[src/rtl/sir_pkg.sv]
// Shared constants and types for the SIR CSR bus sharing blocks.
package sir_pkg;

  localparam int SIR_ADDR_W      = 16;
  localparam int SIR_DATA_W      = 32;
  localparam int SIR_TIMEOUT_DEF = 255;

  localparam logic [31:0] SIR_ERR_RDATA = 32'hFFFF_FFFF;

  typedef enum logic [1:0] {
    ST_IDLE  = 2'd0,
    ST_ISSUE = 2'd1,
    ST_DONE  = 2'd2
  } sir_state_e;

endpackage

[src/rtl/sir_rr_pick.sv]
// Combinational round-robin picker: first asserted request at or after ptr,
// wrapping around modulo N.
module sir_rr_pick #(
  parameter  int N  = 4,
  localparam int IW = $clog2(N)
) (
  input  logic [N-1:0]  req,
  input  logic [IW-1:0] ptr,
  output logic          valid,
  output logic [IW-1:0] idx
);

  logic [IW-1:0] pos;

  // Scan from the farthest offset down so the nearest request to ptr is the
  // last assignment and therefore the winner.
  always_comb begin
    valid = 1'b0;
    idx   = '0;
    pos   = '0;
    for (int i = N - 1; i >= 0; i--) begin
      pos = IW'((int'(ptr) + i) % N);
      if (req[pos]) begin
        valid = 1'b1;
        idx   = pos;
      end
    end
  end

endmodule

[src/rtl/sir_arbiter.sv]
// Round-robin arbiter sharing one SIR CSR bus among N_REQ requesters, with a
// watchdog that terminates hung transactions with an error response.
//
// state    | meaning
// ---------+-----------------------------------------------------------
// ST_IDLE  | no transaction; pick a winner when any req_sel is high
// ST_ISSUE | sir_sel high, waiting for sir_dack or watchdog expiry
// ST_DONE  | one turnaround cycle after completion; requests not sampled
module sir_arbiter
  import sir_pkg::*;
#(
  parameter int N_REQ   = 4,
  parameter int ADDR_W  = SIR_ADDR_W,
  parameter int DATA_W  = SIR_DATA_W,
  parameter int TIMEOUT = SIR_TIMEOUT_DEF,
  localparam int IW     = $clog2(N_REQ)
) (
  input  logic                      clk,
  input  logic                      rst_n,
  input  logic [N_REQ-1:0]          req_sel,
  input  logic [N_REQ*ADDR_W-1:0]   req_addr,
  input  logic [N_REQ-1:0]          req_read,
  input  logic [N_REQ*DATA_W-1:0]   req_wdat,
  output logic [DATA_W-1:0]         req_rdat,
  output logic [N_REQ-1:0]          req_dack,
  output logic [N_REQ-1:0]          req_err,
  output logic                      sir_sel,
  output logic [ADDR_W-1:0]         sir_addr,
  output logic                      sir_read,
  output logic [DATA_W-1:0]         sir_wdat,
  input  logic [DATA_W-1:0]         sir_rdat,
  input  logic                      sir_dack,
  output logic [IW-1:0]             grant_id,
  output logic                      busy,
  output logic [15:0]               timeout_cnt
);

  localparam int WD_W = $clog2(TIMEOUT);
  localparam logic [DATA_W-1:0] ERR_RDATA = DATA_W'(SIR_ERR_RDATA);

  sir_state_e         state_q, state_d;
  logic [IW-1:0]      rr_ptr_q, rr_ptr_d;
  logic [IW-1:0]      grant_id_q, grant_id_d;
  logic               sir_sel_q, sir_sel_d;
  logic [ADDR_W-1:0]  sir_addr_q, sir_addr_d;
  logic               sir_read_q, sir_read_d;
  logic [DATA_W-1:0]  sir_wdat_q, sir_wdat_d;
  logic [DATA_W-1:0]  req_rdat_q, req_rdat_d;
  logic [N_REQ-1:0]   req_dack_q, req_dack_d;
  logic [N_REQ-1:0]   req_err_q, req_err_d;
  logic               busy_q, busy_d;
  logic [15:0]        timeout_cnt_q, timeout_cnt_d;
  logic [WD_W-1:0]    wd_cnt_q, wd_cnt_d;

  logic               pick_valid;
  logic [IW-1:0]      pick_idx;

  sir_rr_pick #(.N(N_REQ)) u_pick (
    .req   (req_sel),
    .ptr   (rr_ptr_q),
    .valid (pick_valid),
    .idx   (pick_idx)
  );

  always_comb begin
    state_d       = state_q;
    rr_ptr_d      = rr_ptr_q;
    grant_id_d    = grant_id_q;
    sir_sel_d     = sir_sel_q;
    sir_addr_d    = sir_addr_q;
    sir_read_d    = sir_read_q;
    sir_wdat_d    = sir_wdat_q;
    req_rdat_d    = req_rdat_q;
    req_dack_d    = '0;
    req_err_d     = '0;
    timeout_cnt_d = timeout_cnt_q;
    wd_cnt_d      = wd_cnt_q;

    case (state_q)
      ST_IDLE: begin
        if (pick_valid) begin
          sir_sel_d  = 1'b1;
          sir_addr_d = req_addr[int'(pick_idx)*ADDR_W +: ADDR_W];
          sir_read_d = req_read[pick_idx];
          sir_wdat_d = req_wdat[int'(pick_idx)*DATA_W +: DATA_W];
          grant_id_d = pick_idx;
          rr_ptr_d   = (pick_idx == IW'(N_REQ - 1)) ? '0 : pick_idx + 1'b1;
          wd_cnt_d   = '0;
          state_d    = ST_ISSUE;
        end
      end
      ST_ISSUE: begin
        wd_cnt_d = wd_cnt_q + 1'b1;
        // An acknowledge in the expiry cycle still counts as a normal completion.
        if (sir_dack) begin
          sir_sel_d              = 1'b0;
          req_rdat_d             = sir_read_q ? sir_rdat : '0;
          req_dack_d[grant_id_q] = 1'b1;
          state_d                = ST_DONE;
        end else if (wd_cnt_q == WD_W'(TIMEOUT - 1)) begin
          sir_sel_d              = 1'b0;
          req_rdat_d             = ERR_RDATA;
          req_dack_d[grant_id_q] = 1'b1;
          req_err_d[grant_id_q]  = 1'b1;
          timeout_cnt_d          = (&timeout_cnt_q) ? timeout_cnt_q
                                                    : timeout_cnt_q + 16'd1;
          state_d                = ST_DONE;
        end
      end
      ST_DONE: begin
        wd_cnt_d = '0;
        state_d  = ST_IDLE;
      end
      default: state_d = ST_IDLE;
    endcase

    busy_d = (state_d != ST_IDLE);
  end

  always_ff @(posedge clk or negedge rst_n) begin
    if (!rst_n) begin
      state_q       <= ST_IDLE;
      rr_ptr_q      <= '0;
      grant_id_q    <= '0;
      sir_sel_q     <= 1'b0;
      sir_addr_q    <= '0;
      sir_read_q    <= 1'b0;
      sir_wdat_q    <= '0;
      req_rdat_q    <= '0;
      req_dack_q    <= '0;
      req_err_q     <= '0;
      busy_q        <= 1'b0;
      timeout_cnt_q <= '0;
      wd_cnt_q      <= '0;
    end else begin
      state_q       <= state_d;
      rr_ptr_q      <= rr_ptr_d;
      grant_id_q    <= grant_id_d;
      sir_sel_q     <= sir_sel_d;
      sir_addr_q    <= sir_addr_d;
      sir_read_q    <= sir_read_d;
      sir_wdat_q    <= sir_wdat_d;
      req_rdat_q    <= req_rdat_d;
      req_dack_q    <= req_dack_d;
      req_err_q     <= req_err_d;
      busy_q        <= busy_d;
      timeout_cnt_q <= timeout_cnt_d;
      wd_cnt_q      <= wd_cnt_d;
    end
  end

  assign sir_sel     = sir_sel_q;
  assign sir_addr    = sir_addr_q;
  assign sir_read    = sir_read_q;
  assign sir_wdat    = sir_wdat_q;
  assign req_rdat    = req_rdat_q;
  assign req_dack    = req_dack_q;
  assign req_err     = req_err_q;
  assign grant_id    = grant_id_q;
  assign busy        = busy_q;
  assign timeout_cnt = timeout_cnt_q;

endmodule

[config.mk]
export PLATFORM = sky130hd
export DESIGN_NAME = sir_arbiter
export DESIGN_NICKNAME = d
export VERILOG_FILES = /design/src/rtl/sir_pkg.sv /design/src/rtl/sir_rr_pick.sv /design/src/rtl/sir_arbiter.sv
export SDC_FILE = /design/constraint.sdc
export NUM_CORES = 1
export LEC_CHECK = 0
export BUFFER_PORTS_ARGS = -buffer_cell sky130_fd_sc_hd__buf_2
export CORE_AREA = 4 4 131 133
export CTS_BUF_LIST = sky130_fd_sc_hd__clkbuf_4
export CTS_CLUSTER_SIZE = 16
export DETAILED_ROUTE_END_ITERATION = 8
export DIE_AREA = 0 0 135 137
export PLACE_DENSITY = 0.84
export SLEW_MARGIN = 30
export SYNTH_ARGS = -nofsm -noshare
export SYNTH_HDL_FRONTEND = slang
export SYNTH_SLANG_ARGS = --single-unit
[constraint.sdc]
create_clock -name clk -period 5.8 [get_ports clk]
set_input_delay 0.29 -clock clk [delete_from_list [all_inputs] [get_ports clk]]
set_output_delay 0.29 -clock clk [all_outputs]
set_load 0.1 [all_outputs]
* Word-level counts from Yosys, hierarchy flattened *
Index checks and enable logic that the tools add are counted.

cells by class
  add/subtract/negate cells = 6
  order comparisons = 7
  equal/unequal tests = 6
  shifts and indexed selects = 2
  muxes and demuxes = 39
  bitwise logic cells = 2
  reductions and logical operators = 12

operators by type and width
  operator                                                               number
  128-bit by 8-bit variable part select with 32-bit output               1
  32-bit 2-to-1 mux                                                      3
  64-bit by 7-bit variable part select with 16-bit output                1
  8-bit one-hot mux with 3 select lines                                  1
  4-bit 2-to-1 mux                                                       5
  2-bit by 3-bit < comparator with 1-bit output (second input constant)  6
  16-bit by 1-bit adder with 16-bit output (second input constant)       1
  2-bit 2-to-1 mux                                                       8
  16-bit AND reduction                                                   1
  1-bit 2-to-1 mux                                                       13
  1-bit binary-select mux with 2-bit select                              5
  8-bit by 1-bit adder with 8-bit output (second input constant)         1
  8-bit equality test (second input constant)                            1
  8-bit 2-to-1 mux                                                       1
  2-bit AND reduction                                                    3
  2-bit nonzero test                                                     3
  2-bit by 1-bit adder with 2-bit output (second input constant)         2
  2-bit adder (second input constant)                                    2
  2-bit equality test (second input constant)                            2
  2-bit one-hot mux with 2 select lines                                  1
  4-bit AND reduction                                                    1
  3-bit != test (second input constant)                                  1
  3-bit AND reduction                                                    1
  3-bit nonzero test                                                     1
  other kinds (8)                                                        9

word-level totals
  flip-flop bits (word level) = 121
  input bits = 235
  output and inout bits = 109
  word-level logic and storage cells = 87

* Logic depth before layout (Yosys ltp) *
Gate-level depths: netlist of the first run.

  depth after elaboration = 10
  mapped depth = 8
  depth with buffers taken out = 7

* Modules after synthesis *
From an unflattened synthesis of the first run, not the netlist that was laid out.

second synthesis, totals
  cells, all modules = 476
  area, all modules = 6130.9 um^2

by module, submodules not included
  module       times used  cells each  area an instance (um^2)  seq. area each (um^2)
  sir_arbiter  1           463         6053.3                   3027.9
  sir_rr_pick  1           13          77.6                     0.0

* Worst setup path before layout of the first run *
No wires, ideal clock.

  path type = reg-to-reg
  start = register timeout_cnt_q[7] (netlist: timeout_cnt[7])
  end = register timeout_cnt_q[12] (netlist: timeout_cnt[12])
  arrival time = 2.245 ns
  slack = 3.392 ns
  stages on the path, launching flop included = 6
  buffers on the path = 0
  clock period less this slack = 2.408 ns
  cells stage by stage = dfrtp_1 -> nand4_2 -> or4_1 -> nand3_1 -> nor2_1 -> xor2_1

on the way
  longest elaborated chain between the ends = 3
  elaborated cells on any way between the ends = 4
  those cells by class = add/sub (1); bitwise (1); reduce/logical (2)

ends and longest elaborated chain
  element                                                                           line                RTL
  start: declaration                                                                sir_arbiter.sv:52   logic [15:0] timeout_cnt_q, timeout_cnt_d;
  start signal: assignment                                                          sir_arbiter.sv:147  timeout_cnt_q <= timeout_cnt_d;
  branches (longest 3 deep; another with 16-bit by 1-bit adder with 16-bit output)  -

Several ways; the timed one is not identified.
A chain may end at the register's enable or synchronous reset.

* Worst setup path after layout of the first run *
  start = register rr_ptr_q[1]
  end = register sir_addr_q[7] (netlist: sir_addr[7])

on the way
  longest elaborated chain between the ends = 8
  elaborated cells on any way between the ends = 21
  those cells by class = add/sub (3); shift (1); mux (16); reduce/logical (1)

ends and longest elaborated chain
  element                                                                                         line                RTL
  start: declaration                                                                              sir_arbiter.sv:42   logic [IW-1:0] rr_ptr_q, rr_ptr_d;
  start signal: assignment                                                                        sir_arbiter.sv:137  rr_ptr_q <= rr_ptr_d;
  2-bit adder                                                                                     sir_rr_pick.sv:22   pos = IW'((int'(ptr) + i) % N);
  1-bit binary-select mux with 2-bit select                                                       sir_rr_pick.sv:23   if (req[pos]) begin
  1-bit 2-to-1 mux (not written as such)                                                          sir_rr_pick.sv:23
  2-bit 2-to-1 mux or 1-bit 2-to-1 mux (tied branches) (4 in a row)                               sir_rr_pick.sv:23
  64-bit by 7-bit variable part select with 16-bit output or 2-bit AND reduction (tied branches)  -
  end signal: assignment                                                                          sir_arbiter.sv:140  sir_addr_q <= sir_addr_d;
  end: declaration                                                                                sir_arbiter.sv:45   logic [ADDR_W-1:0] sir_addr_q, sir_addr_d;

Several ways; a longest one is shown, not always the timed one. The select of a mux whose other input is x is not followed.

==> flow_metrics.py, run 1 <==
metrics = {
    "routing": {
        "met2_length_mm": 11.3,
        "dr.pass1.iters": 4,
        "ant_nets": 0,
        "route.met3.wl_mm": 1.97,
        "vias_per_cell": 5.37,
        "vias": 6427,
        "drc": 0,
        "wl_met1_mm": 8.22,
        "top_layer_used": "met5",
        "wirelength_mm": 22.2,
        "dr.first_iter.drc_count": 265,
        "wl_per_cell_um": 18.5,
    },
    "die": {
        "ioPinCount": 344,
        "initial_core_util_pct": 39.8,
        "fp-row-count": 46,
        "die_area_um2": 18500,
        "die_x_um": 135,
        "core_area_um2": 15800,
        "die_h_um": 137,
    },
    "clock_tree": {
        "clock-sinks": 121,
        "cts_tree": "done",
        "cts.htree.levels": 4,
        "clk_pin_slew_ns": 0.11,
        "clock-root-buffer": "clkbuf_4",
        "clk_latency_ns": 0.52,
        "cts_buffers": 17,
        "cts_resized": 0,
        "cts_setup_buffers": 0,
        "cts_hold_buffers": 33,
        "clk_path_buf_depth": 2,
    },
    "sta": {
        "rsz0062_at_grt": "no",
        "skew_ns": 0.0135,
        "max_freq_ghz": 0.340,
        "slew_viol_final": 0,
        "finalSetupViolCount": 0,
        "fin_crit_sh_pct": 50.8,
        "fin_crit_ns": 2.94,
        "setup_tns_ns": 0,
        "worst_slew_pin_slew_ns": 0.921,
        "report.final.hold_viol_count": 0,
        "hold_slack_ns": 0.0826,
        "relSlewSlack_pct": 38.6,
    },
    "global_routing": {
        "grt_pass1_wl_mm": 33.6,
        "grt.overflow.total": 0,
        "grt_max_degree": 70,
        "grt_antenna_before_repair": 7,
        "grt_pass1_vias": 6472,
        "grtUsageTotal_pct": 23.2,
    },
    "synth": {
        "async_flop_share_pct": 100,
        "syn_nets": 850,
        "syn_avg_cell_area_um2": 10.3,
        "synth.mux.area_fraction_pct": 8.31,
        "synth_common_cells": "121 x dfrtp_1, 98 x a211oi_1, 75 x nor2_1, 53 x and3_1, 50 x mux2i_1",
        "synthAdderAreaFrac_pct": 0.994,
        "synth_warnings": 0,
        "ys_top_cells_by_area": "dfrtp_1 48%, a211oi_1 12%, mux2i_1 8.0%",
        "ys_ff_latch": 121,
        "yosysMostFrequentCell": "dfrtp_1",
        "synth.largest_area_cell": "dfrtp_1",
        "synth_xor_area_share_pct": 2.37,
        "synth_top_family_by_area": "compound AO/OA/AOI/OAI gates",
        "ys.flop_type": "dfrtp_1",
        "syn_area_um2": 6290,
        "synth-simple-area-share_pct": 16.6,
        "synth_cells": 610,
        "ys_seq_area_share_pct": 48.1,
        "synth_cell_types": 45,
        "synth_top_area_share_pct": 48.1,
        "synth_compound_area_share_pct": 19.5,
        "synth-edff-count": 0,
    },
    "setup_path": {
        "r2r_setup_slack_ns": 2.86,
        "worstSetupStartpointType": "flop",
        "cp_slowest_stage_delay_ns": 0.73,
        "crit_type": "flop to flop",
        "crit_chain": "mux2i_1, a21oi_4, nand2_4, buf_4, mux2i_1, a211oi_1",
        "critPathMostFrequentCell": "mux2i_1",
        "worstPathArrival_ns": 3.37,
        "crit_fanout": 61,
        "cp_data_required_time_ns": 6.22,
        "cp_slowest_cell": "buf_4",
        "worstSetupEndpointType": "flop",
    },
    "power_and_ir_drop": {
        "p_per_area_nw_per_um2": 676,
        "peakVddDrop_uv": 566,
        "leakage_nw": 4.48,
    },
    "layout": {
        "nNetsFinal": 1205,
        "fillers": 1351,
        "area_growth_pct": 39.9,
        "drive_gt1_share_pct": 41.2,
    },
    "job": {
        "drv_cap": 0,
    },
    "worst_hold_path": {
        "hold_class": "primary input to flop",
    },
    "placement": {
        "hpwl_mm": 16.2,
        "port_buffers": 343,
        "gp_congestion": 0.856,
    },
    "run_status": {
        "outcome": "completed",
    },
}
-- cell type report --
class                   count  area (um^2)  share of cell area (%)
flip-flops and latches    121         3030                    34.4
clock buffers              18          135                    1.53
clock inverters            13          154                    1.75
well taps                 216          270                    3.07
inverters                   6         22.5                   0.256
repair buffers            385         2140                    24.3
multi-input cells         434         3040                    34.6
diodes                      4         10.0                   0.114
-- cells by family after synthesis --
logic type / count (synthesis)
and+or+nand+nor: 201
buffers and inverters: 55
adders and majority gates: 5
DFF: 121
xor gates and xnor gates: 17
AOI/OAI and AO/OA: 159
muxes: 52
-- registers in the layout (all words and copies together), names as in the netlist --
register / flops
sir_read: 1
req_err: 4
req_dack: 4
grant_id: 2
sir_sel: 1
sir_wdat: 32
wd_cnt_q: 8
rr_ptr_q: 2
busy: 1
sir_addr: 16
req_rdat: 32
timeout_cnt: 16
state_q: 2
-- power breakdown --
part / switching, mW / internal (mW)
Sequential: 0.205 / 1.17
Combinational: 3.16 / 0.790
Clock: 0.324 / 0.298
Total: 3.69 / 2.26
-- worst max-delay path: cells and delay by family, from the launching register on --
family,cells,cell delay (ns)
mux,2,0.53
simple gates,1,0.48
compound gates,2,0.52
buf+inv,1,0.73
flops,1,0.52
-- per-stage QoR --
step / instance area [um^2] / worst slack [ns] / util [%] / power (mW) / cells
floorplan: 6290 / 3.39 / - / 4.56 / 610
global placement: 8140 / 2.53 / 51.4 / 5.24 / 1128
detailed placement: 8170 / 2.91 / 51.6 / 5.32 / 1129
CTS: 8790 / 2.90 / 55.5 / 5.97 / 1193
global route: 8800 / 2.66 / 55.6 / 6.22 / 1197
finish: 8800 / 2.86 / 55.6 / 5.95 / 1197
-- routing by layer --
metal  track usage [%]  up-vias
li1                  -     2981
met5                 0        -
met2              40.2      319
met1              26.1     3068
met3              8.13       53
met4              9.29        6
-- worst paths after layout --
check / from / endpoint / depth (start not counted)
setup reg to reg: rr_ptr_q[1]$_DFFE_PN0P_ / sir_addr[7]$_DFFE_PN0P_ / 6
setup / recovery: rr_ptr_q[1]$_DFFE_PN0P_ / sir_addr[7]$_DFFE_PN0P_ / 6
hold / removal: sir_dack / state_q[1]$_DFF_PN0_ / 3
hold reg to reg: sir_sel$_DFFE_PN0P_ / sir_sel$_DFFE_PN0P_ / 1
max in group asynchronous: rst_n / req_rdat[3]$_DFFE_PN0P_ / 3
min in group asynchronous: rst_n / req_rdat[13]$_DFFE_PN0P_ / 2
-- cell usage in the layout, fill, tap and decap left out, types with 7 or more instances in the layout --
master,netlist,final
buf_2,16,342
and3_1,53,53
a221o_1,23,23
xnor2_1,10,10
mux2i_1,50,50
clkbuf_4,0,18
dfrtp_1,121,121
dlygate4sd3_1,0,33
nor2_1,75,74
a211oi_1,98,98
a21oi_1,14,14
nand2_1,34,33
xor2_1,7,7
buf_4,2,8
o21ai_0,8,8
Power figures use the tool's default switching activity.
==> run 2: changes to the inputs <==
clock period = 2.8 ns   (was 5.8 ns; I/O delays follow)
==> run 2 against run 1 <==
Clock skew up 0.0045 ns. Hold slack got worse by 0.028 ns. Total power is 120% higher. Critical path type unchanged. Highest routed layer is now met4.
==> flow_metrics.py, run 2 (synthesized netlist as in run 1, its figures left out) <==
metrics = {
    "clock_tree": {
        "clk_pin_slew_ns": 0.13,
        "cts.htree.levels": 4,
        "clk_path_buf_depth": 2,
        "cts_buffers": 17,
        "cts_tree": "done",
        "cts_setup_buffers": 0,
        "clock-sinks": 121,
        "clock-root-buffer": "clkbuf_4",
        "clk_latency_ns": 0.55,
    },
    "routing": {
        "met2_length_mm": 13.7,
        "top_layer_used": "met4",
        "dr.pass1.iters": 5,
        "wl_met1_mm": 9.46,
        "wl_per_cell_um": 20.7,
        "dr.first_iter.drc_count": 447,
        "route.met3.wl_mm": 2.44,
        "vias_per_cell": 5.63,
        "vias": 7518,
        "wirelength_mm": 27.6,
        "ant_nets": 0,
        "drc": 0,
    },
    "setup_path": {
        "cp_data_required_time_ns": 3.23,
        "worstSetupEndpointType": "flop",
        "crit_fanout": 29,
        "worstPathArrival_ns": 3.07,
        "crit_type": "flop to flop",
        "worstSetupStartpointType": "flop",
    },
    "layout": {
        "fin_area_um2": 10200,
        "drive_gt1_share_pct": 36.9,
        "final_cell_mix": "342 x buf_2, 162 x dlygate4sd3_1, 121 x dfrtp_1, 98 x a211oi_1, 74 x nor2_1",
        "multi_input_area_um2": 3050,
        "regArea_um2": 3030,
        "fin_cells": 1335,
        "area_growth_pct": 61.4,
        "fillers": 1142,
        "layout_commonest_cell": "buf_2",
        "finalCoreUtilization_pct": 64.2,
        "nNetsFinal": 1342,
    },
    "die": {
        "die_h_um": 137,
        "die_x_um": 135,
        "initial_core_util_pct": 39.8,
        "die_area_um2": 18500,
        "fp-row-count": 46,
        "core_area_um2": 15800,
        "ioPinCount": 344,
    },
    "sta": {
        "report.final.hold_viol_count": 0,
        "setup_tns_ns": 0,
        "fin_crit_sh_pct": 94.4,
        "slew_viol_final": 0,
        "finalSetupViolCount": 0,
        "fin_crit_ns": 2.64,
        "relSlewSlack_pct": 45.8,
        "hold_slack_ns": 0.0544,
        "skew_ns": 0.0181,
        "setup_slack_ns": 0.156,
        "worst_slew_pin_slew_ns": 0.813,
        "max_freq_ghz": 0.378,
    },
    "global_routing": {
        "grt_antenna_before_repair": 3,
        "grtUsageTotal_pct": 29.4,
        "grt_max_degree": 61,
        "grt.overflow.total": 0,
        "grt_pass1_vias": 7956,
        "grt_pass1_wl_mm": 42.1,
    },
    "power_and_ir_drop": {
        "internal_power_mw": 5.02,
        "clkPwrFrac_pct": 9.4,
        "pwr-share-seq_pct": 22.1,
        "switchingPower_mw": 8.01,
        "peakVddDrop_uv": 1280,
        "p_per_area_nw_per_um2": 1280,
        "p_total_mw": 13.0,
        "p_sw_share_pct": 61.5,
        "power_frac_comb_pct": 68.5,
        "leakage_nw": 5.05,
    },
    "placement": {
        "port_buffers": 343,
        "gp_congestion": 0.908,
        "hpwl_mm": 16.1,
        "placed_cells": 1137,
        "place_area_um2": 8250,
        "dp_worst_setup_slack_ns": 0.722,
    },
    "job": {
        "drv_cap": 0,
    },
    "run_status": {
        "outcome": "completed",
    },
    "worst_hold_path": {
        "hold_class": "primary input to flop",
    },
}
[run 2: repair_timing]
item | 4_1_cts | 5_1_grt
setup endpoints to repair | 0 | 15
gates resized for setup | 0 | 1
hold buffers | 162 | 0
hold endpoints to repair | 142 | 0
[run 2: layout make-up]
class,instances,area share [%]
Clock inverter,14,1.29
Clock buffer,18,1.33
Inverter,6,0.222
Sequential cell,121,29.8
Multi-Input combinational cell,434,30.1
Antenna cell,4,0.0986
Tap cell,216,2.66
Timing Repair Buffer,522,34.5
[run 2: worst paths after layout]
kind / startpoint / to / slack, ns / cells past startpoint
setup / recovery: rr_ptr_q[1]$_DFFE_PN0P_ / sir_wdat[11]$_DFFE_PN0P_ / 0.16 / 7
max in group asynchronous: rst_n / sir_wdat[0]$_DFFE_PN0P_ / 1.71 / 3
hold / removal: req_wdat[113] / sir_wdat[17]$_DFFE_PN0P_ / 0.05 / 4
hold reg to reg: timeout_cnt[5]$_DFFE_PN0P_ / timeout_cnt[5]$_DFFE_PN0P_ / 0.50 / 1
min in group asynchronous: rst_n / req_rdat[16]$_DFFE_PN0P_ / 0.24 / 2
setup reg to reg: rr_ptr_q[1]$_DFFE_PN0P_ / sir_wdat[11]$_DFFE_PN0P_ / 0.16 / 7
[run 2: power by group through the flow]
stage,Combinational (mW),Clock [mW],Sequential [mW]
2_1_floorplan,2.18,0,7.27
4_1_cts,8.69,1.26,2.83
3_5_place_dp,8.21,0,2.87
6_report,8.92,1.22,2.88
5_1_grt,9.25,1.34,2.95
3_3_place_gp,8.13,0,2.84
[run 2: worst max-delay path: stages (launching register included)]
cell and delay, ns:
dfrtp_1 0.52, mux2i_1 0.34, a21oi_4 0.12, nand2_8 0.25, buf_4 0.29, mux2i_1 0.30, dlygate4sd3_1 0.63, a211oi_1 0.08
[run 2: routing by layer]
metal | up-vias | track usage (%)
met4 | 0 | 19.9
met1 | 3511 | 31.5
met5 | - | 0
met2 | 559 | 50.5
met3 | 186 | 8.16
li1 | 3262 | -
